<file path="src/rtl/phy_rx_sync_deser.sv">
// phy_rx_sync_deser: serial-to-parallel receiver for the phy_rx path (clk_32f domain).
// Bits arrive MSB first. The block hunts for a comma to find word boundaries and locks
// after LOCK_CNT consecutive aligned commas. Once locked, idle and comma symbols are
// dropped and each data word is presented with a one-cycle valid pulse.
module phy_rx_sync_deser #(
  parameter int unsigned  W        = 8,
  parameter logic [W-1:0] COMMA    = W'(8'hBC),
  parameter logic [W-1:0] IDLE     = W'(8'h7C),
  parameter int unsigned  LOCK_CNT = 4,
  parameter int unsigned  LOSS_CNT = 2,
  parameter int unsigned  MAX_GAP  = 64
) (
  input  logic         clk_32f,
  input  logic         reset_L,
  input  logic         data_in,
  output logic [W-1:0] data_out,
  output logic         valid_out,
  output logic         locked,
  output logic         sync_err
);

  localparam int unsigned BW = $clog2(W);
  localparam int unsigned CW = $clog2(LOCK_CNT + 1);
  localparam int unsigned MW = $clog2(LOSS_CNT + 1);
  localparam int unsigned GW = $clog2(MAX_GAP + 2);

  localparam logic [BW-1:0] BIT_LAST  = BW'(W - 1);
  localparam logic [CW-1:0] COMMA_LIM = CW'(LOCK_CNT);
  localparam logic [MW-1:0] MIS_LIM   = MW'(LOSS_CNT);
  localparam logic [GW-1:0] GAP_LIM   = GW'(MAX_GAP + 1);

  typedef enum logic [1:0] {
    ST_HUNT   = 2'd0,
    ST_ALIGN  = 2'd1,
    ST_LOCKED = 2'd2
  } state_e;

  state_e state_q, state_d;

  // Only W-1 history bits are needed; the incoming bit completes the window.
  logic [W-2:0]  sr_q, sr_d;
  logic [BW-1:0] bit_cnt_q, bit_cnt_d;
  logic [CW-1:0] comma_cnt_q, comma_cnt_d;
  logic [MW-1:0] mis_cnt_q, mis_cnt_d;
  logic [GW-1:0] gap_cnt_q, gap_cnt_d;

  logic [W-1:0]  data_out_q, data_out_d;
  logic          valid_out_q, valid_out_d;
  logic          locked_q, locked_d;
  logic          sync_err_q, sync_err_d;

  logic [W-1:0]  win_c;
  logic          bt_c;
  logic          is_comma_c;
  logic          is_idle_c;
  logic          loss_c;
  logic [BW-1:0] bit_cnt_inc_c;
  logic [CW-1:0] comma_inc_c;
  logic [MW-1:0] mis_inc_c;
  logic [GW-1:0] gap_inc_c;

  // Current symbol window, boundary flag and saturating counter increments.
  always_comb begin
    win_c         = {sr_q, data_in};
    bt_c          = (bit_cnt_q == BIT_LAST);
    is_comma_c    = (win_c == COMMA);
    is_idle_c     = (win_c == IDLE);
    bit_cnt_inc_c = bt_c ? '0 : bit_cnt_q + BW'(1);
    comma_inc_c   = (comma_cnt_q >= COMMA_LIM) ? COMMA_LIM : comma_cnt_q + CW'(1);
    mis_inc_c     = (mis_cnt_q >= MIS_LIM) ? MIS_LIM : mis_cnt_q + MW'(1);
    gap_inc_c     = (gap_cnt_q >= GAP_LIM) ? GAP_LIM : gap_cnt_q + GW'(1);
  end

  // State register.
  always_ff @(posedge clk_32f or negedge reset_L) begin
    if (!reset_L) begin
      state_q <= ST_HUNT;
    end else begin
      state_q <= state_d;
    end
  end

  // Next-state and counter update: hunt, align confirmation and locked monitoring.
  always_comb begin
    state_d     = state_q;
    sr_d        = win_c[W-2:0];
    bit_cnt_d   = bit_cnt_q;
    comma_cnt_d = comma_cnt_q;
    mis_cnt_d   = mis_cnt_q;
    gap_cnt_d   = gap_cnt_q;
    loss_c      = 1'b0;

    unique case (state_q)
      ST_HUNT: begin
        bit_cnt_d = '0;
        if (is_comma_c) begin
          comma_cnt_d = CW'(1);
          mis_cnt_d   = '0;
          gap_cnt_d   = '0;
          state_d     = (LOCK_CNT == 1) ? ST_LOCKED : ST_ALIGN;
        end
      end

      ST_ALIGN: begin
        bit_cnt_d = bit_cnt_inc_c;
        if (bt_c) begin
          if (is_comma_c) begin
            comma_cnt_d = comma_inc_c;
            if (comma_inc_c >= COMMA_LIM) begin
              mis_cnt_d = '0;
              gap_cnt_d = '0;
              state_d   = ST_LOCKED;
            end
          end else begin
            comma_cnt_d = '0;
            bit_cnt_d   = '0;
            state_d     = ST_HUNT;
          end
        end
      end

      ST_LOCKED: begin
        bit_cnt_d = bit_cnt_inc_c;
        if (bt_c) begin
          if (is_comma_c) begin
            gap_cnt_d = '0;
            mis_cnt_d = '0;
          end else begin
            gap_cnt_d = gap_inc_c;
          end
        end else if (is_comma_c) begin
          mis_cnt_d = mis_inc_c;
        end
        // Too many misaligned commas or too long without an aligned one.
        if ((mis_cnt_d >= MIS_LIM) || (gap_cnt_d >= GAP_LIM)) begin
          loss_c      = 1'b1;
          state_d     = ST_HUNT;
          bit_cnt_d   = '0;
          comma_cnt_d = '0;
          mis_cnt_d   = '0;
          gap_cnt_d   = '0;
        end
      end

      default: begin
        state_d     = ST_HUNT;
        bit_cnt_d   = '0;
        comma_cnt_d = '0;
        mis_cnt_d   = '0;
        gap_cnt_d   = '0;
      end
    endcase
  end

  // Output next values; a data word on the loss edge is still delivered.
  always_comb begin
    data_out_d  = data_out_q;
    valid_out_d = 1'b0;
    locked_d    = (state_d == ST_LOCKED);
    sync_err_d  = loss_c;
    if ((state_q == ST_LOCKED) && bt_c && !is_comma_c && !is_idle_c) begin
      data_out_d  = win_c;
      valid_out_d = 1'b1;
    end
  end

  // Datapath and registered outputs; reset clears everything immediately.
  always_ff @(posedge clk_32f or negedge reset_L) begin
    if (!reset_L) begin
      sr_q        <= '0;
      bit_cnt_q   <= '0;
      comma_cnt_q <= '0;
      mis_cnt_q   <= '0;
      gap_cnt_q   <= '0;
      data_out_q  <= '0;
      valid_out_q <= 1'b0;
      locked_q    <= 1'b0;
      sync_err_q  <= 1'b0;
    end else begin
      sr_q        <= sr_d;
      bit_cnt_q   <= bit_cnt_d;
      comma_cnt_q <= comma_cnt_d;
      mis_cnt_q   <= mis_cnt_d;
      gap_cnt_q   <= gap_cnt_d;
      data_out_q  <= data_out_d;
      valid_out_q <= valid_out_d;
      locked_q    <= locked_d;
      sync_err_q  <= sync_err_d;
    end
  end

  assign data_out  = data_out_q;
  assign valid_out = valid_out_q;
  assign locked    = locked_q;
  assign sync_err  = sync_err_q;

endmodule

</file>
<file path="config.mk">
export PLATFORM = sky130hd
export DESIGN_NAME = phy_rx_sync_deser
export DESIGN_NICKNAME = d
export VERILOG_FILES = /design/src/rtl/phy_rx_sync_deser.sv
export SDC_FILE = /design/constraint.sdc
export NUM_CORES = 1
export LEC_CHECK = 0
export ABC_AREA = 1
export CAP_MARGIN = 20
export CORE_ASPECT_RATIO = 1.5
export CORE_MARGIN = 5
export CORE_UTILIZATION = 30
export DETAILED_ROUTE_END_ITERATION = 8
export GPL_TIMING_DRIVEN = 0
export PLACE_DENSITY = 0.49
export SLEW_MARGIN = 0
export SYNTH_ARGS = -nofsm -noshare
export SYNTH_HDL_FRONTEND = slang
export SYNTH_SLANG_ARGS = --single-unit
</file>
<file path="constraint.sdc">
create_clock -name clk_32f -period 1.8 [get_ports clk_32f]
set_input_delay 0.27 -clock clk_32f [delete_from_list [all_inputs] [get_ports clk_32f]]
set_output_delay 0.27 -clock clk_32f [all_outputs]
set_load 0.02 [all_outputs]
</file>
==> results.cfg, run 1 <==
[outcome]
status = finished with violations
violations = setup timing

[detailed_routing]
first_pass_iters = 4
dr_total_vias = 1547
avgViaCountPerCell = 4.59
drt-total-wl_um = 4220
wire_per_inst_um = 12.5
ant_nets = 0
drt-initial-drc-count = 18
remaining_drc_errors = 0

[global_route]
globalRoute.totalOverflow = 0
grt_start_max_net_pins = 36
busiest_layer = met2
grt_usage_pct = 11.5
grt_pass1_vias = 1581
met3_usage_pct = 1.68
grt_pass1_wl_um = 7210
gr-usage-met2_pct = 19.7
use_met1_pct = 13.5
antenna_found_initial = 0

[placed_design]
place_area_mm2 = 0.00212
post-place-ws_ns = -0.434
portBuffers = 13
gp_congestion = 0.807
place_hpwl_um = 2910

[yosys]
yosysMostFrequentCell = nand2_1
yosysWarnings = 0
netlist_instances = 229
synth_common_cells = nand2_1, dfrtp_1, inv_1
ys_seq_elements = 35
syn_area_mm2 = 0.00190
async_reset_ff_share_pct = 100
synth.net_count = 242
synthDistinctLibCells = 29
synth-seq-area-share_pct = 46.1
avgSynthCellArea_um2 = 8.29
ys.flop_type = dfrtp_1
synth_top_area_share_pct = 46.1
yosys.area.top_type = dfrtp_1
synth_edf_count = 0
yosys-top-cells-area = dfrtp_1, nand2_1, ha_1, nand3_1, inv_1

[floorplan]
rows = 35
die_h_um = 107
num_io_pins = 14
fp.dieW_um = 74.9
die-area_mm2 = 0.00805
initial_core_util_pct = 30.7
core_area_mm2 = 0.00617

[setup_path]
start_kind = flop
slowest_stage = dfrtp_2
criticalPathCategory = reg2reg
arrival_ns = 2.15
cpMostUsedCell = nand3_2
slowest_delay_ns = 0.42
worstPathRequired_ns = 2.02
rr_worst_depth = 15
path_max_fanout = 8
crit_path_end_kind = flop
crit_chain = buf_4 -> ha_2 -> nand3_1 -> nand2_1 -> nand2_1 -> inv_1 -> nand3_2 -> nand2_2 -> nor2_2 -> nand3_2 -> nand2_2 -> nand3_2 -> buf_6 -> buf_4 -> a21oi_1

[clock_network]
clock_sinks = 35
cts_max_path_buffers = 2
cts_hold_buffers = 0
clk_pin_slew_ns = 0.08
cts_tree = yes
insertion_delay_ns = 0.29
cts_made_buffers = 5
cts-root-buf = clkbuf_8
h-tree-depth = 2

[timing]
period_share_pct = 108
timing.final.hold_violations = 0
rsz0062_at_grt = yes
min_period_ns = 1.94
fmax_mhz = 516
setup_ws_ns = -0.137
finalSetupViolCount = 16
drv_slew = 0
tightestPinTransition_ns = 0.808
hold_ws_ns = 0.0597
fin_worst_skew_ns = 0.00825
slew_headroom_pct = 46.2

[power_and_ir_drop]
total_power_mw = 2.22
p_per_area_mw_per_mm2 = 921
p_leak_nw = 1.16
ir_drop_uv = 490

[final_layout]
synthToLayoutAreaGrowth_pct = 26.9
n_antenna_cell = 0
finalNetCount = 275
drive_gt1_share_pct = 29.7
stdcell_area_mm2 = 0.00241
post-route-util_pct = 39.0
fillCellCount = 653

[job]
cap_viol_max_count = 0

[worst_hold_path]
hold_path.class = in2async
## critical path: cells and delay by family, from the launching register on
kind                     cells  cell delay (ns)
flip-flops                   1             0.42
adder cells (fa/ha/maj)      1             0.18
AO/OA/AOI/OAI                1             0.10
AND/OR/NAND/NOR              9             0.68
buffers and inverters        4             0.49
## cell usage in the layout, fill, tap and decap left out, types with 3 or more instances in the layout
master           instances
ha_1                     6
clkdlybuf4s50_1         12
dfrtp_1                 33
inv_1                   21
nand2_2                 10
nor2_2                   9
nand3_1                 17
buf_2                    3
buf_6                    3
o21ai_1                  9
nand3_2                  6
nor2_1                   8
buf_4                   13
clkbuf_8                 6
nand4_1                  6
nand2_1                 59
inv_2                    7
o21ai_0                  6
## where the power goes
group / total (mW) / internal (mW) / leakage [nW] / switching, mW
clock network: 0.587 / 0.270 / 0.0402 / 0.318
logic: 0.666 / 0.257 / 0.659 / 0.409
registers: 0.966 / 0.867 / 0.466 / 0.0994
## registers in the layout, summed over array words and instances, names as in the netlist
name	cells
locked	1
data_out	8
bit_cnt_q	3
valid_out	1
sync_err	1
sr_q	7
comma_cnt_q	3
gap_cnt_q	7
state_q	2
mis_cnt_q	2
## layer usage
metal  routed length (µm)  vias up
met5                    0        -
met4                   83        0
met3                   61        6
met2                 2290       11
met1                 1790      735
li1                     -      795
## worst paths after layout
path,slack [ns],start,endpoint
max,-0.14,gap_cnt_q[1],bit_cnt_q[1]
min,0.06,reset_L,gap_cnt_q[4]
max reg2reg,-0.14,gap_cnt_q[1],bit_cnt_q[1]
min reg2reg,0.41,sr_q[2],sr_q[3]
max in group asynchronous,1.18,reset_L,gap_cnt_q[0]
min in group clk_32f,0.41,sr_q[2],sr_q[3]
## final cells by class
class,count,area (µm²),area share (%)
multi-input cells,157,946,39.3
well taps,74,92.6,3.84
plain buffers,6,60.1,2.49
inverters,31,123,5.09
repair buffers,26,220,9.14
flip-flops and latches,35,878,36.5
clock inverters,3,20.0,0.831
clock buffers,5,68.8,2.86
## through the flow
| step | setup TNS (ns) | std cells |
|---|---|---|
| global placement | -21.58 | 316 |
| detailed placement | -6.92 | 316 |
| global route | -3.92 | 337 |
| CTS | -1.90 | 334 |
| finish | -1.75 | 337 |
| floorplan | -0.0338 | 229 |
## timing repair
action | CTS | global route
endpoints found under the setup margin | 19 | 27
resized for setup | 15 | 14
buffers inserted | 10 | 2
pin swaps | 8 | 6
cloned | 0 | 1
## logic make-up (layout without fill, tap and decap cells)
family / Yosys count / after routing / synth area share (%)
XOR/XNOR: 1 / 1 / 0.462
AND/OR/NAND/NOR: 121 / 121 / 30.3
AO/OA/AOI/OAI: 25 / 25 / 8.04
buffers and inverters: 37 / 71 / 8.50
adder cells (fa/ha/maj): 10 / 10 / 6.59
flip-flops: 35 / 35 / 46.1
Note: power is estimated with default switching activity, not from simulation.
==> run 2, diff against run 1 <==
--- a/config.mk
+++ b/config.mk
@@ -11,8 +11,8 @@
 export CORE_MARGIN = 5
 export CORE_UTILIZATION = 30
 export DETAILED_ROUTE_END_ITERATION = 8
-export GPL_TIMING_DRIVEN = 0
 export PLACE_DENSITY = 0.49
+export SETUP_SLACK_MARGIN = 0.5
 export SLEW_MARGIN = 0
 export SYNTH_ARGS = -nofsm -noshare
 export SYNTH_HDL_FRONTEND = slang
==> results.cfg, run 2 (same netlist as run 1, synthesis figures left out) <==
[detailed_routing]
first_pass_iters = 4
remaining_drc_errors = 0
drt-total-wl_um = 4530
avgViaCountPerCell = 4.60
drt-initial-drc-count = 83
dr_total_vias = 1678
wire_per_inst_um = 12.4
ant_nets = 0

[global_route]
grt_start_max_net_pins = 36
antenna_found_initial = 0
globalRoute.totalOverflow = 0
grt_pass1_vias = 1688
grt_usage_pct = 12.6
grt_pass1_wl_um = 7800

[timing]
fmax_mhz = 509
drv_slew = 0
finalSetupViolCount = 18
timing.final.hold_violations = 0
rsz0062_at_grt = yes
fin_setup_tns_ns = -2.23
slew_headroom_pct = 70.0
fin_worst_skew_ns = 0.00391
min_period_ns = 1.97
setup_ws_ns = -0.166
hold_ws_ns = 0.00738
period_share_pct = 109
tightestPinTransition_ns = 0.450

[setup_path]
r2r-start = gap_cnt_q[1]
crit_path_end_kind = flop
path_max_fanout = 8
slowest_stage = dfrtp_1
rr_worst_depth = 16
start_kind = flop
crit_chain = buf_6 -> buf_6 -> buf_4 -> nand3_2 -> nand2_1 -> nand2_1 -> inv_1 -> nand3_1 -> nand2_1 -> nor2_2 -> nand3_2 -> nand2_2 -> nand3_4 -> buf_6 -> buf_4 -> a21oi_2
worstPathRequired_ns = 2.02
slowest_delay_ns = 0.40
critPathLaunch = gap_cnt_q[1]
criticalPathCategory = reg2reg
regToRegSetupSlack_ns = -0.17
rr_endpoint = bit_cnt_q[2]
arrival_ns = 2.19

[power_and_ir_drop]
p_per_area_mw_per_mm2 = 923
comb_power_share_pct = 37.9
ir_drop_uv = 676
p_leak_nw = 1.35
p_int_mw = 1.57
swShare_pct = 36.7
p_clk_share_pct = 23.7
p_seq_share_pct = 38.3
switching_power_mw = 0.913

[final_layout]
fillCellCount = 623
final_common_cell = nand2_1
finalNetCount = 303
synthToLayoutAreaGrowth_pct = 41.8
layout_common_cells = nand2_1, buf_4, dfrtp_1, inv_1
largest_reg_flops = 8
n_antenna_cell = 0
drive_gt1_share_pct = 38.1
post-route-util_pct = 43.6

[clock_network]
h-tree-depth = 2
clk_pin_slew_ns = 0.08
cts-root-buf = clkbuf_8
cts_made_buffers = 5
clock_sinks = 35
cts_max_path_buffers = 2
cts_tree = yes
insertion_delay_ns = 0.28

[outcome]
violations = setup timing
status = finished with violations

[placed_design]
post-place-ws_ns = -0.366
place_hpwl_um = 3230
gp_congestion = 0.861
portBuffers = 13

[worst_hold_path]
hold_path.class = in2async

[floorplan]
initial_core_util_pct = 30.7
rows = 35
num_io_pins = 14
die_h_um = 107
core_area_mm2 = 0.00617
fp.dieW_um = 74.9
die-area_mm2 = 0.00805

[job]
cap_viol_max_count = 0
run 2: final cells by class:
class	instances	area, µm²	area share, %
Multi-Input combinational cell	157	1000	37.1
Sequential cell	35	876	32.5
Clock buffer	5	68.8	2.56
Tap cell	74	92.6	3.44
Inverter	31	135	5.02
Clock inverter	3	25.0	0.930
Timing Repair Buffer	60	494	18.4
run 2: critical path: cells and delay by family, from the launching register on:
kind	cells	cell delay, ns
compound gates	1	0.11
buf+inv	6	0.71
flops	1	0.40
simple gates	9	0.69
run 2: routing by layer:
layer | GRT usage (%) | share of wire, %
met1 | 14.2 | 39
met3 | 1.96 | 2.2
met5 | 0 | 0
met2 | 22.7 | 55
met4 | 5.09 | 3.3
run 2: worst max path at each step:
stage | to | slack (ns)
after floorplan | comma_cnt_q[1] | -0.01
after global placement | locked | -0.34
after detailed placement | locked | -0.37
after CTS | comma_cnt_q[0] | -0.11
after global routing | comma_cnt_q[0] | -0.30
final | bit_cnt_q[2] | -0.17
run 2: power by group through the flow:
stage / Clock [mW] / Combinational (mW) / Sequential, mW
after global routing: 0.656 / 1.04 / 0.963
after CTS: 0.618 / 0.874 / 0.952
after detailed placement: 0 / 0.731 / 0.964
after global placement: 0 / 0.731 / 0.964
final: 0.590 / 0.942 / 0.953
after floorplan: 0 / 0.426 / 0.963
run 2: stage by stage:
| stage | power [mW] | instances | instance area, µm² |
|---|---|---|---|
| after CTS | 2.44 | 360 | 2600 |
| final | 2.48 | 365 | 2690 |
| after global routing | 2.66 | 365 | 2690 |
| after global placement | 1.69 | 346 | 2370 |
| after floorplan | 1.39 | 229 | 1950 |
| after detailed placement | 1.70 | 346 | 2370 |
run 2: repair_timing:
item | CTS | global route
setup endpoints to repair | 39 | 31
cloned | 1 | 0
resized for setup | 37 | 16
endpoints found under the hold margin | 0 | 0
hold buffers | 0 | 0
pin swaps | 12 | 5
setup buffers | 5 | 5
